<file path="config.mk">
export PLATFORM = sky130hd
export DESIGN_NAME = button_conditioner
export DESIGN_NICKNAME = d
export VERILOG_FILES = /design/src/rtl/button_conditioner.sv
export SDC_FILE = /design/constraint.sdc
export NUM_CORES = 1
export LEC_CHECK = 0
export CORE_MARGIN = 2
export CORE_UTILIZATION = 55
export CTS_BUF_LIST = sky130_fd_sc_hd__clkbuf_8 sky130_fd_sc_hd__clkbuf_16
export CTS_CLUSTER_DIAMETER = 50
export DETAILED_ROUTE_END_ITERATION = 10
export GPL_ROUTABILITY_DRIVEN = 0
export GPL_TIMING_DRIVEN = 0
export PLACE_DENSITY_LB_ADDON = 0.3
export SETUP_SLACK_MARGIN = 0.5
export SYNTH_ARGS = -nofsm -noshare
export SYNTH_HDL_FRONTEND = slang
export SYNTH_SLANG_ARGS = --single-unit
</file>
<file path="constraint.sdc">
create_clock -name clk -period 3.49 [get_ports clk]
set_clock_uncertainty 0.1 [all_clocks]
set_input_delay 0.698 -clock clk [delete_from_list [all_inputs] [get_ports clk]]
set_output_delay 0.698 -clock clk [all_outputs]
set_load 0.01 [all_outputs]
</file>
<file path="src/rtl/button_conditioner.sv">
// button_conditioner: sync, debounce, auto-repeat and arbitrate the
// five active-low game buttons into one-hot single-cycle press pulses.
module button_conditioner #(
  parameter int DEBOUNCE_CYCLES = 500000,
  parameter int REPEAT_DELAY    = 25000000,
  parameter int REPEAT_PERIOD   = 10000000
) (
  input  logic clk,
  input  logic rst,
  input  logic keyLeft_n,
  input  logic keyRight_n,
  input  logic keyUp_n,
  input  logic keyDown_n,
  input  logic keySelect_n,
  output logic btnLeft,
  output logic btnRight,
  output logic btnUp,
  output logic btnDown,
  output logic btnSelect
);

  // Button index map: 0 Left, 1 Right, 2 Up, 3 Down, 4 Select.
  localparam int NB  = 5;
  localparam int NDIR = 4;

  localparam int MAX_DR =
    (DEBOUNCE_CYCLES > REPEAT_DELAY) ?
    DEBOUNCE_CYCLES : REPEAT_DELAY;
  localparam int MAXP =
    (MAX_DR > REPEAT_PERIOD) ?
    MAX_DR : REPEAT_PERIOD;
  localparam int CW = $clog2(MAXP + 1);

  localparam logic [CW-1:0] DB_LAST =
    CW'(DEBOUNCE_CYCLES - 1);
  localparam logic [CW-1:0] RD_LOAD =
    CW'(REPEAT_DELAY);
  localparam logic [CW-1:0] RP_LOAD =
    CW'(REPEAT_PERIOD);
  localparam logic [CW-1:0] CNT_ONE =
    CW'(1);
  localparam logic REP_EN =
    (REPEAT_DELAY != 0);

  logic [NB-1:0]   w_raw_n;
  logic [NB-1:0]   r_sync1;
  logic [NB-1:0]   r_sync2;
  logic [NB-1:0]   r_stable;
  logic [NB-1:0]   r_stable_q;
  logic [CW-1:0]   r_db_cnt [NB];
  logic [NB-1:0]   w_press;
  logic [CW-1:0]   r_rep_cnt [NDIR];
  logic [NDIR-1:0] r_rep_arm;
  logic [NDIR-1:0] w_rep;
  logic [NB-1:0]   w_cand;
  logic [NB-1:0]   w_grant;
  logic [NB-1:0]   r_btn;

  assign w_raw_n = {
    keySelect_n,
    keyDown_n,
    keyUp_n,
    keyRight_n,
    keyLeft_n
  };

  // Two-flop synchroniser, inverting to active-high.
  always_ff @(posedge clk or negedge rst) begin
    if (!rst) begin
      r_sync1 <= '0;
      r_sync2 <= '0;
    end else begin
      r_sync1 <= ~w_raw_n;
      r_sync2 <= r_sync1;
    end
  end

  // Debounce: accept a new level after enough mismatching cycles.
  always_ff @(posedge clk or negedge rst) begin
    if (!rst) begin
      r_stable <= '0;
      for (int i = 0; i < NB; i++) begin
        r_db_cnt[i] <= '0;
      end
    end else begin
      for (int i = 0; i < NB; i++) begin
        if (r_sync2[i] == r_stable[i]) begin
          r_db_cnt[i] <= '0;
        end else if (r_db_cnt[i] == DB_LAST) begin
          r_stable[i] <= r_sync2[i];
          r_db_cnt[i] <= '0;
        end else begin
          r_db_cnt[i] <= r_db_cnt[i] + 1'b1;
        end
      end
    end
  end

  // Delayed copy of stable for rising-edge (press) detection.
  always_ff @(posedge clk or negedge rst) begin
    if (!rst) begin
      r_stable_q <= '0;
    end else begin
      r_stable_q <= r_stable;
    end
  end

  assign w_press = r_stable & ~r_stable_q;

  // Repeat fires on the cycle the countdown would hit zero.
  always_comb begin
    w_rep = '0;
    for (int i = 0; i < NDIR; i++) begin
      w_rep[i] = r_stable[i] & r_rep_arm[i] &
                 (r_rep_cnt[i] == CNT_ONE);
    end
  end

  // Per-direction repeat countdown; release clears it at once.
  always_ff @(posedge clk or negedge rst) begin
    if (!rst) begin
      r_rep_arm <= '0;
      for (int i = 0; i < NDIR; i++) begin
        r_rep_cnt[i] <= '0;
      end
    end else begin
      for (int i = 0; i < NDIR; i++) begin
        if (!r_stable[i]) begin
          r_rep_cnt[i] <= '0;
          r_rep_arm[i] <= 1'b0;
        end else if (w_press[i]) begin
          r_rep_cnt[i] <= RD_LOAD;
          r_rep_arm[i] <= REP_EN;
        end else if (r_rep_arm[i]) begin
          if (w_rep[i]) begin
            r_rep_cnt[i] <= RP_LOAD;
          end else begin
            r_rep_cnt[i] <= r_rep_cnt[i] - 1'b1;
          end
        end
      end
    end
  end

  assign w_cand = {
    w_press[4],
    w_press[NDIR-1:0] | w_rep
  };

  // Fixed priority: Select > Up > Down > Left > Right; losers drop.
  always_comb begin
    w_grant = '0;
    if (w_cand[4]) begin
      w_grant[4] = 1'b1;
    end else if (w_cand[2]) begin
      w_grant[2] = 1'b1;
    end else if (w_cand[3]) begin
      w_grant[3] = 1'b1;
    end else if (w_cand[0]) begin
      w_grant[0] = 1'b1;
    end else if (w_cand[1]) begin
      w_grant[1] = 1'b1;
    end
  end

  // Registered one-hot output pulses.
  always_ff @(posedge clk or negedge rst) begin
    if (!rst) begin
      r_btn <= '0;
    end else begin
      r_btn <= w_grant;
    end
  end

  assign btnLeft   = r_btn[0];
  assign btnRight  = r_btn[1];
  assign btnUp     = r_btn[2];
  assign btnDown   = r_btn[3];
  assign btnSelect = r_btn[4];

endmodule
</file>
==> flow_metrics.tcl <==
set metrics [dict create \
    use_met1 0.3233 \
    rsz0062_at_grt "no" \
    hp-class "reg2reg" \
    top_usage_layer "met2" \
    yosysUniqueCellTypes 66 \
    cts_inserted_buffers 34 \
    final_core_util 0.6374 \
    grt_max_degree 118 \
    crit_chain "or4_1, buf_2, or3_4, nor4_4, nor2_1, nor3_1" \
    synthCells 1436 \
    drc 0 \
    p_sw_frac 0.2077 \
    antenna_cells 0 \
    cts_tree "done" \
    antenna_found_initial 0 \
    crit_fanout 10 \
    clk_pin_slew_worst_paths_ns 0.06 \
    insertion_delay_ns 0.50 \
    grt_pass1_wl_microns 50450 \
    synth-compound-area-share 0.1075 \
    met3_usage 0.03803 \
    die_y_microns 159.0 \
    maxCapViolations 0 \
    wire_per_inst_microns 16.01 \
    syn_nets 1456 \
    power_density_nw_per_um2 443.7 \
    yosysSeqAreaShare 0.4813 \
    avgSynthCellArea_sq_um 9.196 \
    internal_power_mw 5.275 \
    gr-total-overflow 0 \
    cp.arrival_ns 3.08 \
    stdcell_area_sq_um 15010 \
    switchingPower_mw 1.383 \
    initial_core_util 0.5609 \
    timing.final.crit_share 0.8014 \
    nets 1508 \
    grt_use_total 0.2329 \
    cts.sinks 254 \
    slew_violations 0 \
    gr-usage-met2 0.3751 \
    hold_viol_final 0 \
    max_slew_margin 0.2067 \
    rows 56 \
    dieArea_sq_um 25270 \
    syn_to_final_growth_pct 13.64 \
    hpwl_microns 18940 \
    layout_commonest_cell "dfrtp_1" \
    synthSimpleGateAreaFrac 0.2774 \
    final_cell_mix "dfrtp_1 (254), nor2_1 (215), nand2_1 (90)" \
    synth_xor_xnor_area_share 0.08755 \
    comb_power_share 0.020 \
    synthAdderAreaFrac 0.01232 \
    yosysWarnings 0 \
    path_delay_family "simple AND/OR/NAND/NOR gates" \
    p_seq_frac 0.448 \
    first_pass_iters 5 \
    slowest_delay_ns 0.57 \
    status "finished, final reports clean" \
    worstPathRequired_ns 3.77 \
    grt_pass1_vias 10630 \
    tns_ns 0 \
    ant_nets 0 \
    htreeDepth 2 \
    finalCriticalPeriod_ns 2.797 \
    vias 11060 \
    core_sq_um 23540 \
    cp_num_buf_inv 1 \
    synth_mux_area_frac 0.004832 \
    p_clk_frac 0.532 \
    async_flop_share 1.000 \
    netlist_area_sq_um 13210 \
    dieWidth_microns 159.0 \
    crit_path_start_kind "flop" \
    synth_seq_cells 254 \
    io_pins 12 \
    synth_enable_flop_cells 0 \
    postPlaceCellArea_sq_um 13770 \
    path_class "reg2reg" \
    ys.flop_type "dfrtp_1" \
    drive_above_1_share 0.05820 \
    vdd_drop_max_v 0.0002847 \
    setup_viol 0 \
    wirelength_microns 29310 \
    worst_path_max_delay_cell "nor4_4" \
    critPathCaptureType "flop" \
    p_leak_nw 6.687 \
    clock.fmax_mhz 357.5 \
    drtIter0Drc 1058 \
    io_buffer_count 11 \
    synth_top_family_by_area "simple AND/OR/NAND/NOR gates" \
    worst_pin_slew_ns 1.179 \
    avgViaCountPerCell 6.040 \
    clockBufferDepth 3 \
    root_buffer "clkbuf_16" \
]
## path summary, 6_finish.rpt
path | startpoint | to | slack (ns) | cells after the start
min in group asynchronous | rst | r_db_cnt[89]$_DFF_PN0_ | 0.56 | 2
setup / recovery | r_rep_cnt[89]$_DFFE_PN0P_ | r_btn[0]$_DFF_PN0_ | 0.69 | 6
setup reg to reg | r_rep_cnt[89]$_DFFE_PN0P_ | r_btn[0]$_DFF_PN0_ | 0.69 | 6
max in group asynchronous | rst | r_rep_cnt[82]$_DFFE_PN0P_ | 1.87 | 3
hold / removal | r_sync1[4]$_DFF_PN0_ | r_sync2[4]$_DFF_PN0_ | 0.25 | 0
hold reg to reg | r_sync1[4]$_DFF_PN0_ | r_sync2[4]$_DFF_PN0_ | 0.25 | 0
## cell families (layout without fill, tap and decap cells)
family,Yosys count,after routing
AND/OR/NAND/NOR,710,710
flip-flops,254,254
AO/OA/AOI/OAI,221,221
XOR/XNOR,132,132
buffers and inverters,100,176
adder cells (fa/ha/maj),13,13
multiplexers,6,6
## synthesized netlist by cell type, types with 13 or more instances
library cell,number,area [sq um]
dfrtp_1,254,6356
nor2_1,215,807.0
nand2_1,90,337.8
nand3_1,78,390.4
nor3_1,77,385.4
o21ai_0,74,370.4
xnor2_1,69,604.3
xor2_1,63,551.8
nor4_1,55,344.1
inv_1,50,187.7
nand4_1,45,281.5
clkbuf_1,44,165.2
a21oi_1,37,185.2
and3_1,29,181.4
a31oi_1,24,150.1
or4_1,22,165.2
or3_1,15,93.84
and4_1,13,113.9
ha_1,13,162.7
## metrics by stage
stage / total power [mW] / hold WS [ns] / cells / setup slack (ns)
after floorplan: 3.080 / 0.2312 / 1436 / 0.9413
after global placement: 3.163 / 0.2327 / 1766 / -9.212
after detailed placement: 3.171 / 0.2347 / 1768 / 0.5524
after CTS: 6.740 / 0.2473 / 1829 / 0.5720
after global routing: 6.903 / 0.2566 / 1831 / 0.5323
final: 6.658 / 0.2463 / 1831 / 0.6930
## cell type report
type                    count  area [sq um]
fillers                  1981          8536
multi-input cells        1082          6496
flip-flops and latches    254          6356
clock buffers              44          1022
well taps                 319         399.1
repair buffers             16         195.2
plain buffers              50         195.2
inverters                  50         187.7
clock inverters            16         155.1
## routing by layer
layer / part of all wire / wire length, microns
met1: 0.46 / 13500
met2: 0.47 / 13740
met3: 0.050 / 1480
met4: 0.020 / 591
met5: 0 / 0
## flip-flops by register name, indices dropped and copies added, names as in the netlist
name        cells
r_sync2         5
r_stable_q      5
r_sync1         5
r_rep_cnt     100
r_rep_arm       4
r_stable        5
r_btn           5
r_db_cnt      125
## repair_timing
| action | CTS | global route |
|---|---|---|
| setup buffers | 0 | 2 |
| endpoints found under the setup margin | 1 | 13 |
| hold buffers | 1 | 0 |
| endpoints found under the hold margin | 30 | 0 |
| pin swaps | 0 | 2 |
| resized for setup | 1 | 3 |
## power groups by stage
stage                     registers (mW)  logic, mW  clock network [mW]
after CTS                           2.98      0.138                3.62
after floorplan                     3.03     0.0486                   0
after detailed placement            3.04      0.136                   0
final                               2.98      0.132                3.54
after global routing                2.98      0.155                3.76
after global placement              3.04      0.126                   0
(Power assumes the default switching activity.)
